$ cat src/rtl/rps_match_scorer_pkg.sv
// Shared codes for the rock-paper-scissors scorer: move, round and match encodings,
// FSM states and the "who beats whom" rule.
package rps_match_scorer_pkg;

  typedef enum logic [1:0] {
    MV_NONE     = 2'b00,
    MV_ROCK     = 2'b01,
    MV_SCISSORS = 2'b10,
    MV_PAPER    = 2'b11
  } move_e;

  typedef enum logic [1:0] {
    RES_NONE = 2'b00,
    RES_B    = 2'b01,
    RES_A    = 2'b10,
    RES_DRAW = 2'b11
  } res_e;

  typedef enum logic [1:0] {
    PL_PLAY = 2'b00,
    PL_B    = 2'b01,
    PL_A    = 2'b10,
    PL_TIE  = 2'b11
  } match_e;

  typedef enum logic {
    StPlay,
    StDone
  } state_e;

  function automatic logic beats(input logic [1:0] x, input logic [1:0] y);
    return ((x == MV_ROCK)     && (y == MV_SCISSORS)) ||
           ((x == MV_SCISSORS) && (y == MV_PAPER))    ||
           ((x == MV_PAPER)    && (y == MV_ROCK));
  endfunction

endpackage

$ cat src/rtl/rps_match_scorer_if.sv
// Round-strobe / score bus between the key front end, the scorer and the display logic.
interface rps_match_scorer_if #(
  parameter int unsigned SCORE_W = 4
);
  logic               clr;
  logic               start;
  logic [1:0]         move_a;
  logic [1:0]         move_b;
  logic [SCORE_W-1:0] score_a;
  logic [SCORE_W-1:0] score_b;
  logic [SCORE_W-1:0] draws;
  logic [SCORE_W-1:0] rounds;
  logic               round_vld;
  logic [1:0]         round_res;
  logic               bad_move;
  logic [1:0]         player;
  logic               over;

  modport master (
    output clr, start, move_a, move_b,
    input  score_a, score_b, draws, rounds, round_vld, round_res, bad_move, player, over
  );

  modport slave (
    input  clr, start, move_a, move_b,
    output score_a, score_b, draws, rounds, round_vld, round_res, bad_move, player, over
  );
endinterface

$ cat src/rtl/rps_match_scorer_judge.sv
// Combinational round judge: two moves in, round result and invalid-move flag out.
module rps_match_scorer_judge
  import rps_match_scorer_pkg::*;
(
  input  logic [1:0] move_a,
  input  logic [1:0] move_b,
  output res_e       res,
  output logic       invalid
);

  always_comb begin
    invalid = (move_a == MV_NONE) || (move_b == MV_NONE);
    res     = RES_NONE;
    if (!invalid) begin
      if (move_a == move_b) begin
        res = RES_DRAW;
      end else if (beats(move_a, move_b)) begin
        res = RES_A;
      end else begin
        res = RES_B;
      end
    end
  end

endmodule

$ cat src/rtl/rps_match_scorer.sv
// Match scorer: judges rounds, keeps win/draw tallies and decides the match on the same
// edge as the deciding score update.
module rps_match_scorer
  import rps_match_scorer_pkg::*;
#(
  parameter int unsigned SCORE_W    = 4,
  parameter int unsigned WIN_TARGET = 3,
  parameter int unsigned WIN_MARGIN = 1,
  parameter int unsigned MAX_ROUNDS = 9
) (
  input  logic             clk,
  input  logic             rst,
  rps_match_scorer_if.slave bus
);

  if ((WIN_TARGET > MAX_ROUNDS) || (WIN_MARGIN < 1) || (MAX_ROUNDS >= (2 ** SCORE_W)))
  begin : g_bad_cfg
    $error("rps_match_scorer: illegal WIN_TARGET/WIN_MARGIN/MAX_ROUNDS/SCORE_W combination");
  end

  localparam logic [SCORE_W-1:0]        TARGET = SCORE_W'(WIN_TARGET);
  localparam logic [SCORE_W-1:0]        LIMIT  = SCORE_W'(MAX_ROUNDS);
  localparam logic signed [SCORE_W:0]   MARGIN = (SCORE_W+1)'(WIN_MARGIN);

  state_e             state_q;
  logic [SCORE_W-1:0] score_a_q, score_b_q, draws_q, rounds_q;
  res_e               res_q;
  match_e             player_q;
  logic               vld_q, bad_q, over_q;

  res_e               judge_res;
  logic               judge_bad;
  logic [SCORE_W-1:0] next_a, next_b, next_d, next_r;
  logic signed [SCORE_W:0] lead_a, lead_b;
  match_e             decision;

  rps_match_scorer_judge u_judge (
    .move_a  (bus.move_a),
    .move_b  (bus.move_b),
    .res     (judge_res),
    .invalid (judge_bad)
  );

  // Decision is taken on the post-increment tallies so player/over move with the score.
  always_comb begin
    next_a   = score_a_q + SCORE_W'(judge_res == RES_A);
    next_b   = score_b_q + SCORE_W'(judge_res == RES_B);
    next_d   = draws_q + SCORE_W'(judge_res == RES_DRAW);
    next_r   = rounds_q + SCORE_W'(1);
    lead_a   = $signed({1'b0, next_a}) - $signed({1'b0, next_b});
    lead_b   = -lead_a;
    decision = PL_PLAY;
    if ((next_a >= TARGET) && (lead_a >= MARGIN)) begin
      decision = PL_A;
    end else if ((next_b >= TARGET) && (lead_b >= MARGIN)) begin
      decision = PL_B;
    end else if (next_r == LIMIT) begin
      if (lead_a == '0) begin
        decision = PL_TIE;
      end else if (lead_a[SCORE_W]) begin
        decision = PL_B;
      end else begin
        decision = PL_A;
      end
    end
  end

  always_ff @(posedge clk or negedge rst) begin
    if (!rst) begin
      state_q   <= StPlay;
      score_a_q <= '0;
      score_b_q <= '0;
      draws_q   <= '0;
      rounds_q  <= '0;
      res_q     <= RES_NONE;
      player_q  <= PL_PLAY;
      vld_q     <= 1'b0;
      bad_q     <= 1'b0;
      over_q    <= 1'b0;
    end else begin
      vld_q <= 1'b0;
      bad_q <= 1'b0;
      if (bus.clr) begin
        state_q   <= StPlay;
        score_a_q <= '0;
        score_b_q <= '0;
        draws_q   <= '0;
        rounds_q  <= '0;
        res_q     <= RES_NONE;
        player_q  <= PL_PLAY;
        over_q    <= 1'b0;
      end else begin
        unique case (state_q)
          StPlay: begin
            if (bus.start) begin
              if (judge_bad) begin
                bad_q <= 1'b1;
                res_q <= RES_NONE;
              end else begin
                score_a_q <= next_a;
                score_b_q <= next_b;
                draws_q   <= next_d;
                rounds_q  <= next_r;
                res_q     <= judge_res;
                vld_q     <= 1'b1;
                player_q  <= decision;
                over_q    <= (decision != PL_PLAY);
                if (decision != PL_PLAY) begin
                  state_q <= StDone;
                end
              end
            end
          end
          StDone: begin
            state_q <= StDone;
          end
        endcase
      end
    end
  end

  assign bus.score_a   = score_a_q;
  assign bus.score_b   = score_b_q;
  assign bus.draws     = draws_q;
  assign bus.rounds    = rounds_q;
  assign bus.round_vld = vld_q;
  assign bus.round_res = res_q;
  assign bus.bad_move  = bad_q;
  assign bus.player    = player_q;
  assign bus.over      = over_q;

endmodule

$ cat src/flat_wrapper.sv
// flat-port wrapper written by rule: the top's interface ports become plain ports
module rps_match_scorer_flat import rps_match_scorer_pkg::*;
#(
  parameter int unsigned SCORE_W    = 4,
  parameter int unsigned WIN_TARGET = 3,
  parameter int unsigned WIN_MARGIN = 1,
  parameter int unsigned MAX_ROUNDS = 9
)
  (clk, rst, bus_clr, bus_start, bus_move_a, bus_move_b, bus_score_a, bus_score_b, bus_draws, bus_rounds, bus_round_vld, bus_round_res, bus_bad_move, bus_player, bus_over);
  rps_match_scorer_if #(.SCORE_W(SCORE_W)) bus_i ();
  input  logic clk;
  input  logic rst;
  input wire logic [$bits(bus_i.clr)-1:0] bus_clr;
  input wire logic [$bits(bus_i.start)-1:0] bus_start;
  input wire logic [$bits(bus_i.move_a)-1:0] bus_move_a;
  input wire logic [$bits(bus_i.move_b)-1:0] bus_move_b;
  output wire logic [$bits(bus_i.score_a)-1:0] bus_score_a;
  output wire logic [$bits(bus_i.score_b)-1:0] bus_score_b;
  output wire logic [$bits(bus_i.draws)-1:0] bus_draws;
  output wire logic [$bits(bus_i.rounds)-1:0] bus_rounds;
  output wire logic [$bits(bus_i.round_vld)-1:0] bus_round_vld;
  output wire logic [$bits(bus_i.round_res)-1:0] bus_round_res;
  output wire logic [$bits(bus_i.bad_move)-1:0] bus_bad_move;
  output wire logic [$bits(bus_i.player)-1:0] bus_player;
  output wire logic [$bits(bus_i.over)-1:0] bus_over;
  assign bus_i.clr = bus_clr;
  assign bus_i.start = bus_start;
  assign bus_i.move_a = bus_move_a;
  assign bus_i.move_b = bus_move_b;
  assign bus_score_a = bus_i.score_a;
  assign bus_score_b = bus_i.score_b;
  assign bus_draws = bus_i.draws;
  assign bus_rounds = bus_i.rounds;
  assign bus_round_vld = bus_i.round_vld;
  assign bus_round_res = bus_i.round_res;
  assign bus_bad_move = bus_i.bad_move;
  assign bus_player = bus_i.player;
  assign bus_over = bus_i.over;
  rps_match_scorer #(.SCORE_W(SCORE_W), .WIN_TARGET(WIN_TARGET), .WIN_MARGIN(WIN_MARGIN), .MAX_ROUNDS(MAX_ROUNDS)) u_core (.clk(clk), .rst(rst), .bus(bus_i));
endmodule
$ cat config.mk
export PLATFORM = sky130hd
export DESIGN_NAME = rps_match_scorer_flat
export DESIGN_NICKNAME = d
export VERILOG_FILES = /design/src/rtl/rps_match_scorer_pkg.sv /design/src/rtl/rps_match_scorer_if.sv /design/src/rtl/rps_match_scorer_judge.sv /design/src/rtl/rps_match_scorer.sv /design/src/flat_wrapper.sv
export SDC_FILE = /design/constraint.sdc
export NUM_CORES = 1
export LEC_CHECK = 0
export ABC_AREA = 1
export BUFFER_PORTS_ARGS = -buffer_cell sky130_fd_sc_hd__buf_2
export CAP_MARGIN = 5
export CORE_MARGIN = 10
export CORE_UTILIZATION = 51
export DETAILED_ROUTE_END_ITERATION = 10
export PLACE_DENSITY = 0.74
export SLEW_MARGIN = 20
export SYNTH_ARGS = -nofsm -noshare
export SYNTH_HDL_FRONTEND = slang
export SYNTH_SLANG_ARGS = --single-unit
$ cat constraint.sdc
create_clock -name clk -period 4 [get_ports clk]
set_clock_uncertainty 0.15 [all_clocks]
set_input_delay 0.6 -clock clk [delete_from_list [all_inputs] [get_ports clk]]
set_output_delay 0.6 -clock clk [all_outputs]
set_load 0.03 [all_outputs]
==> results of run 1 <==
-- synthesized netlist by cell type (2+ instances only) --
library cell	n	area (sq um)
sky130_fd_sc_hd__a21oi_1	2	10.01
sky130_fd_sc_hd__a21oi_2	3	26.28
sky130_fd_sc_hd__a22o_1	3	26.28
sky130_fd_sc_hd__dfrtp_1	24	600.6
sky130_fd_sc_hd__ha_1	17	212.7
sky130_fd_sc_hd__inv_1	25	93.84
sky130_fd_sc_hd__inv_2	4	15.01
sky130_fd_sc_hd__nand2_1	40	150.1
sky130_fd_sc_hd__nand2_2	5	31.28
sky130_fd_sc_hd__nand3_1	20	100.1
sky130_fd_sc_hd__nand3_2	3	30.03
sky130_fd_sc_hd__nor2_1	13	48.80
sky130_fd_sc_hd__nor3_1	2	10.01
sky130_fd_sc_hd__o21ai_0	5	25.02
sky130_fd_sc_hd__o21ai_1	11	55.05
sky130_fd_sc_hd__xnor2_1	2	17.52
sky130_fd_sc_hd__xor2_1	4	35.03
-- area by class of cell --
type                       count  area (sq um)  share of cell area
clock buffer                   4         36.28             0.01933
inverter                      30         112.6             0.06000
multi-input combinational    142         892.1              0.4753
sequential                    24         600.6              0.3200
tap                           44         55.05             0.02933
timing repair buffer          34         180.2             0.09600
-- state kept, by name, summed over array words and instances (netlist names) --
signal and flops:
u_core.state_q 1, u_core.bus.score_b 4, u_core.bus.over 1, u_core.bus.score_a 4
u_core.bus.round_res 2, u_core.bus.rounds 4, u_core.bus.player 2, u_core.bus.draws 4
u_core.bus.round_vld 1, u_core.bus.bad_move 1
-- power by group --
group / total, uW / internal [uW] / switching [uW]
clock: 127 / 55.6 / 71.6
sequential: 253 / 248 / 4.34
combinational: 170 / 60.3 / 109
total: 550 / 364 / 185
-- kinds of logic after synthesis --
kind of cell	after synthesis	share of synthesized area
AOI/OAI and AO/OA	27	0.1055
buffers and inverters	31	0.07447
xor gates and xnor gates	6	0.03258
DFF	24	0.3724
and+or+nand+nor	92	0.2832
adders and majority gates	17	0.1319
-- cell usage in the layout, fill, tap and decap left out, types with 2 or more instances in the layout --
cell                       count
sky130_fd_sc_hd__nand3_1      20
sky130_fd_sc_hd__xnor2_1       2
sky130_fd_sc_hd__a21oi_2       3
sky130_fd_sc_hd__nor3_1        2
sky130_fd_sc_hd__a22o_1        3
sky130_fd_sc_hd__buf_4         4
sky130_fd_sc_hd__o21ai_1      11
sky130_fd_sc_hd__buf_2        30
sky130_fd_sc_hd__inv_1        25
sky130_fd_sc_hd__inv_2         4
sky130_fd_sc_hd__nor2_1       13
sky130_fd_sc_hd__nand3_2       3
sky130_fd_sc_hd__a21oi_1       2
sky130_fd_sc_hd__o21ai_0       5
sky130_fd_sc_hd__nand2_1      40
sky130_fd_sc_hd__ha_1         17
sky130_fd_sc_hd__nand2_2       5
sky130_fd_sc_hd__dfrtp_1      24
sky130_fd_sc_hd__xor2_1        4
sky130_fd_sc_hd__clkbuf_4      3
-- per-stage QoR --
stage | setup slack [ns] | utilization | hold WS, ns | area, sq um | total power, uW
floorplan | 0.4881 | - | 0.1544 | 1613 | 379.8
global placement | 0.2001 | 0.6079 | 0.2983 | 1841 | 423.5
detailed placement | 0.09681 | 0.6079 | 0.3209 | 1841 | 428.2
CTS | 0.4333 | 0.6198 | 0.1114 | 1877 | 553.9
global route | 0.1188 | 0.6198 | 0.1271 | 1877 | 589.1
finish | 0.4523 | 0.6198 | 0.09012 | 1877 | 549.7
-- per-layer routing --
layer	wire (microns)	vias to the layer above	part of all wire
li1	-	716	-
met1	1528	635	0.43
met2	1864	17	0.52
met3	96	6	0.027
met4	63	0	0.018
met5	0	-	0
-- worst max-delay path by stage --
| stage | from | to | slack, ns | cells past startpoint |
|---|---|---|---|---|
| global route | bus_move_a[1] | u_core.bus.player[0] | 0.12 | 24 |
| finish | bus_move_a[1] | u_core.bus.player[1] | 0.45 | 25 |
| global placement | bus_move_b[0] | u_core.bus.player[0] | 0.20 | 24 |
| floorplan | bus_move_a[1] | u_core.bus.player[1] | 0.49 | 24 |
| detailed placement | bus_move_a[1] | u_core.bus.player[1] | 0.1 | 25 |
| CTS | bus_move_a[1] | u_core.bus.player[0] | 0.43 | 24 |
-- critical path: stages --
cell                      delay [ns]
sky130_fd_sc_hd__buf_2          0.12
sky130_fd_sc_hd__inv_1          0.05
sky130_fd_sc_hd__nor2_1         0.04
sky130_fd_sc_hd__nor4_1         0.34
sky130_fd_sc_hd__nor3_1         0.09
sky130_fd_sc_hd__ha_1           0.21
sky130_fd_sc_hd__ha_1           0.33
sky130_fd_sc_hd__inv_2          0.10
sky130_fd_sc_hd__nand2_1        0.07
sky130_fd_sc_hd__and2_1         0.14
sky130_fd_sc_hd__ha_1           0.18
sky130_fd_sc_hd__inv_1          0.08
sky130_fd_sc_hd__nand2_1        0.07
sky130_fd_sc_hd__nand2_2        0.07
sky130_fd_sc_hd__nand2_1        0.07
sky130_fd_sc_hd__a21oi_2        0.15
sky130_fd_sc_hd__inv_1          0.10
sky130_fd_sc_hd__ha_1           0.28
sky130_fd_sc_hd__inv_1          0.03
sky130_fd_sc_hd__a31oi_1        0.17
sky130_fd_sc_hd__nand2_2        0.09
sky130_fd_sc_hd__nand3_1        0.07
sky130_fd_sc_hd__nand2_1        0.05
sky130_fd_sc_hd__nand2_1        0.05
sky130_fd_sc_hd__nand2_1        0.05
==> impl_metrics.csv, run 1 <==
group,metric,value,unit
global_routing,largest_net_degree_at_the_start_of_global_routing,25,
global_routing,initial_antenna_violation_count,0,
die,io_pins,31,
die,core_area,3028,sq um
sta,highest_clock_frequency_the_design_can_meet,281.9,MHz
cts,hold_buffers,0,
route,avgRoutedWirePerCell,12.78,microns
route,postRouteAntennaNets,0,
global_routing,globalRoute.busiestLayer,"met2",
logic_synthesis,ys_async_sr_fraction,1.000,
critical_path,timing.critical_path.required,4.07,ns
cts,tritoncts,"yes",
cts,cts.sink_count,24,
finish,final_layout_size_suffix_gt1_frac,0.2564,
die,fp.dieH,76.24,microns
sta,number_of_failing_hold_endpoints_at_the_final_stage,0,
global_routing,grt_pass1_wl,6189,microns
global_routing,grtUsageMet1,0.1320,
sta,max_slew.worst_pin.slew,0.5285,ns
worst_hold_path,classification_of_the_worst_slack_hold_path,"in -> async",
logic_synthesis,synth_seq_area_share,0.3724,
critical_path,end_kind,"register",
route,drt_first_pass_iters,4,
die,starting_utilization_of_the_core_area,0.5326,
critical_path,startpoint_type,"input pin",
route,drt-initial-drc-count,44,
global_routing,globalRoute.totalOverflow,0,
sta,fin_tns_setup,0,ns
logic_synthesis,mappedNetlistNets,222,
logic_synthesis,synthesis.area_per_instance,8.187,sq um
global_routing,use_met2,0.2347,
die,rows,20,
critical_path,worstPathArrival,3.62,ns
sta,min_period,3.548,ns
critical_path,reg2reg_depth,20,
cts,cts_resized,0,
sta,grt_setup_unrepaired,"no",
critical_path,timing.setup.critical_path_class,"in -> reg",
logic_synthesis,ys_seq_elements,24,
cts,cts_post_setup_buffers_inserted,0,
cts,insertion_delay,0.31,ns
logic_synthesis,post_synth_instance_area,1613,sq um
critical_path,timing.rr.end,"u_core.bus.player[1]",
logic_synthesis,synth_cells,197,
logic_synthesis,synth_top_flop_cell,"sky130_fd_sc_hd__dfrtp_1",
finish,final_non_filler_cells,278,
finish,final_net_count,260,
sta,final_max_slew_viol_count,0,
placement,numPortBuffers,30,
logic_synthesis,ys.warnings.count,0,
die,floorplan.die_area,5812,sq um
global_routing,track_usage,0.1224,
pwr,total_leakage_power,0.001048,uW
finish,diodes,0,
logic_synthesis,synth_enable_flop_cells,0,
sta,setup_viol,0,
cts,cts_max_path_buffers,2,
logic_synthesis,synth_cell_types,31,
route,detailroute.via_count,1374,
critical_path,critical_path_peak_fanout,4,
route,drc_errors,0,
cts,cts.clk_slew.worst_paths,0.13,ns
placement,placed_instance_count,274,
cts,cts-buffers-inserted,3,
outcome,outcome,"completed",
placement,gp_routability_congestion,0.7474,
finish,area_growth,16.37,%
finish,fillerInstances,297,
global_routing,groute.layer.met3.usage,0.01533,
route,routed_via_density,4.942,
die,die-width,76.24,microns
cts,h-tree-depth,1,
job,cap_viol_max_count,0,
route,drt_wl_total,3552,microns
critical_path,timing.rr.start,"u_core.bus.score_a[0]",
sta,timing.slew.headroom,0.6477,
pwr,vdd.ir_drop.worst,0.1415,mV
cts,clock_tree.root_cell,"sky130_fd_sc_hd__clkbuf_4",
sta,ratio_of_final_minimum_period_to_clock_period,0.8869,
critical_path,worst-r2r-setup-slack,0.93,ns
global_routing,grt_pass1_vias,1427,
placement,hpwlAfterDp,2963,microns
pwr,power_density,292.9,nW/um^2
(Power assumes the default switching activity.)
==> inputs of run 2 (changes only) <==
- PLACE_DENSITY: 0.74 -> 0.75
- SYNTH_HIERARCHICAL: unset -> 1
==> impl_metrics.csv, run 2 <==
group,metric,value,unit
cts,cts_max_path_buffers,2,
finish,area_growth,16.56,%
global_routing,grt_pass1_wl,6009,microns
finish,final_layout_size_suffix_gt1_frac,0.2049,
sta,number_of_failing_hold_endpoints_at_the_final_stage,0,
critical_path,timing.setup.critical_path_class,"in -> reg",
route,drc_errors,0,
placement,placed_instance_count,284,
worst_hold_path,classification_of_the_worst_slack_hold_path,"in -> async",
global_routing,initial_antenna_violation_count,0,
pwr,total_leakage_power,0.001076,uW
logic_synthesis,synthDominantAreaCellType,"sky130_fd_sc_hd__dfrtp_1",
sta,setup_viol,0,
logic_synthesis,synthesis.area_per_instance,7.591,sq um
cts,cts_resized,0,
critical_path,end_kind,"register",
cts,cts_post_setup_buffers_inserted,0,
job,cap_viol_max_count,0,
logic_synthesis,ys.warnings.count,6,
global_routing,largest_net_degree_at_the_start_of_global_routing,25,
die,fp.dieH,75.91,microns
sta,final_max_slew_viol_count,0,
route,drt_wl_total,3354,microns
critical_path,critical_path_peak_fanout,6,
global_routing,globalRoute.busiestLayer,"met2",
route,drt_first_pass_iters,4,
die,floorplan.die_area,5762,sq um
logic_synthesis,synth_enable_flop_cells,0,
cts,cts-buffers-inserted,3,
route,avgRoutedWirePerCell,11.65,microns
critical_path,timing.critical_path.slowest_stage_cell,"sky130_fd_sc_hd__ha_1",
cts,cts.clk_slew.worst_paths,0.14,ns
logic_synthesis,synth_seq_area_share,0.3768,
die,starting_utilization_of_the_core_area,0.5264,
sta,highest_clock_frequency_the_design_can_meet,279.6,MHz
route,drt-initial-drc-count,85,
placement,numPortBuffers,30,
finish,layout_common_cells,"sky130_fd_sc_hd__nand2_1 (51), sky130_fd_sc_hd__buf_2 (30), sky130_fd_sc_hd__inv_1 (29), sky130_fd_sc_hd__dfrtp_1 (24), sky130_fd_sc_hd__nand3_1 (19)",
cts,insertion_delay,0.32,ns
logic_synthesis,synth_cell_types,26,
die,rows,20,
logic_synthesis,netlist.area_leader.share,0.3768,
logic_synthesis,ys_seq_elements,24,
sta,max_slew.worst_pin.slew,0.5380,ns
sta,finalWorstSetupSlack,0.4238,ns
finish,final_net_count,269,
cts,h-tree-depth,1,
critical_path,crit_path_max_incr_delay,0.32,ns
route,detailroute.via_count,1404,
sta,min_period,3.576,ns
placement,gp_routability_congestion,0.8301,
critical_path,startpoint_type,"input pin",
finish,final_core_utilization,0.6136,
cts,tritoncts,"yes",
critical_path,critical-path-top-cell-by-count,"sky130_fd_sc_hd__nand2_1",
outcome,outcome,"completed",
logic_synthesis,post_synth_instance_area,1594,sq um
global_routing,use_met2,0.1947,
critical_path,worstPathArrival,3.66,ns
logic_synthesis,synth.most_common_cell,"sky130_fd_sc_hd__nand2_1",
logic_synthesis,ys_async_sr_fraction,1.000,
finish,layout_commonest_cell,"sky130_fd_sc_hd__nand2_1",
sta,timing.slew.headroom,0.6413,
placement,post-place-ws,0.09452,ns
global_routing,grt_pass1_vias,1385,
logic_synthesis,mappedNetlistNets,234,
pwr,power_density,316.9,nW/um^2
sta,fin_tns_setup,0,ns
pwr,vdd.ir_drop.worst,0.2361,mV
cts,hold_buffers,0,
logic_synthesis,synth_cells,210,
global_routing,grtUsageMet1,0.1470,
finish,diodes,0,
die,io_pins,31,
die,core_area,3028,sq um
logic_synthesis,synth.top_cells.by_count,"sky130_fd_sc_hd__nand2_1 (51), sky130_fd_sc_hd__inv_1 (29), sky130_fd_sc_hd__dfrtp_1 (24)",
global_routing,globalRoute.totalOverflow,0,
die,die-width,75.91,microns
finish,final_non_filler_cells,288,
route,routed_via_density,4.875,
route,postRouteAntennaNets,0,
logic_synthesis,largest_cells_by_area_after_synthesis,"sky130_fd_sc_hd__dfrtp_1 (38%), sky130_fd_sc_hd__ha_1 (13%), sky130_fd_sc_hd__nand2_1 (12%)",
sta,grt_setup_unrepaired,"no",
logic_synthesis,synth_top_flop_cell,"sky130_fd_sc_hd__dfrtp_1",
cts,clock_tree.root_cell,"sky130_fd_sc_hd__clkbuf_4",
sta,ratio_of_final_minimum_period_to_clock_period,0.8941,
global_routing,groute.layer.met3.usage,0.03892,
placement,hpwlAfterDp,2732,microns
cts,cts.sink_count,24,
critical_path,timing.critical_path.required,4.08,ns
finish,fillerInstances,285,
global_routing,track_usage,0.1170,
run 2: cell types whose count changed in the layout (fill, tap and decap cells not counted), moves of 2 or more:
cell	delta
sky130_fd_sc_hd__nand2_2	-3
sky130_fd_sc_hd__a21oi_2	-3
sky130_fd_sc_hd__buf_4	-2
sky130_fd_sc_hd__nor2_2	+2
sky130_fd_sc_hd__nor3_1	-2
sky130_fd_sc_hd__nand2_1	+11
sky130_fd_sc_hd__nor2_1	+4
sky130_fd_sc_hd__o21ai_1	-7
sky130_fd_sc_hd__inv_1	+4
sky130_fd_sc_hd__a21oi_1	+3
sky130_fd_sc_hd__o21ai_0	+9
run 2: final cells by class:
| type | count | area (sq um) | share of cell area |
|---|---|---|---|
| flip-flops and latches | 24 | 600.6 | 0.3232 |
| multi-input cells | 149 | 853.3 | 0.4593 |
| well taps | 44 | 55.05 | 0.02963 |
| inverters | 35 | 131.4 | 0.07071 |
| clock buffers | 3 | 22.52 | 0.01212 |
| repair buffers | 32 | 165.2 | 0.08889 |
| clock inverters | 1 | 30.03 | 0.01616 |
run 2: kinds of logic (layout without fill, tap and decap cells):
family / count (synthesis) / in the layout / share of synthesized area
simple gates: 98 / 98 / 0.2747
buf+inv: 37 / 71 / 0.08790
xor+xnor: 6 / 6 / 0.03297
compound gates: 29 / 29 / 0.1020
fa+ha+maj: 16 / 16 / 0.1256
flops: 24 / 24 / 0.3768
run 2: stage by stage:
stage | hold WS, ns | power (uW) | cell area (sq um)
after floorplan | 0.1544 | 377.8 | 1594
after global placement | 0.2975 | 415.3 | 1805
after detailed placement | 0.3011 | 419.3 | 1805
after CTS | 0.1022 | 595.6 | 1858
after global routing | 0.09911 | 629.7 | 1858
final | 0.08504 | 588.8 | 1858
run 2: worst paths after layout:
check | startpoint | to | slack [ns] | cells after the start
setup / recovery | bus_move_b[0] | u_core/bus.player[1] | 0.42 | 29
hold / removal | rst | u_core/bus.draws[1] | 0.09 | 1
setup reg to reg | u_core/bus.score_b[0] | u_core/bus.player[1] | 0.96 | 20
hold reg to reg | u_core/bus.draws[3] | u_core/bus.draws[3] | 0.32 | 1
max in group asynchronous | rst | u_core/state_q | 3.24 | 1
min in group clk | u_core/bus.draws[3] | u_core/bus.draws[3] | 0.32 | 1
run 2: worst max-delay path: cells and delay by family:
| family | cells | cell delay [ns] |
|---|---|---|
| and+or+nand+nor | 16 | 1.18 |
| adders and majority gates | 4 | 0.98 |
| buffers and inverters | 7 | 0.55 |
| AOI/OAI and AO/OA | 2 | 0.31 |
run 2: layer usage:
layer / vias to the layer above / share of wire
met1: 642 / 0.48
met4: 0 / 0.0027
met5: - / 0
li1: 736 / -
met3: 2 / 0.056
met2: 24 / 0.46
run 2: report_power, final:
part	switching [uW]	internal, uW	total (uW)
combinational	106	56.1	162
clock	73.7	101	175
sequential	3.67	248	252
total	183	405	589
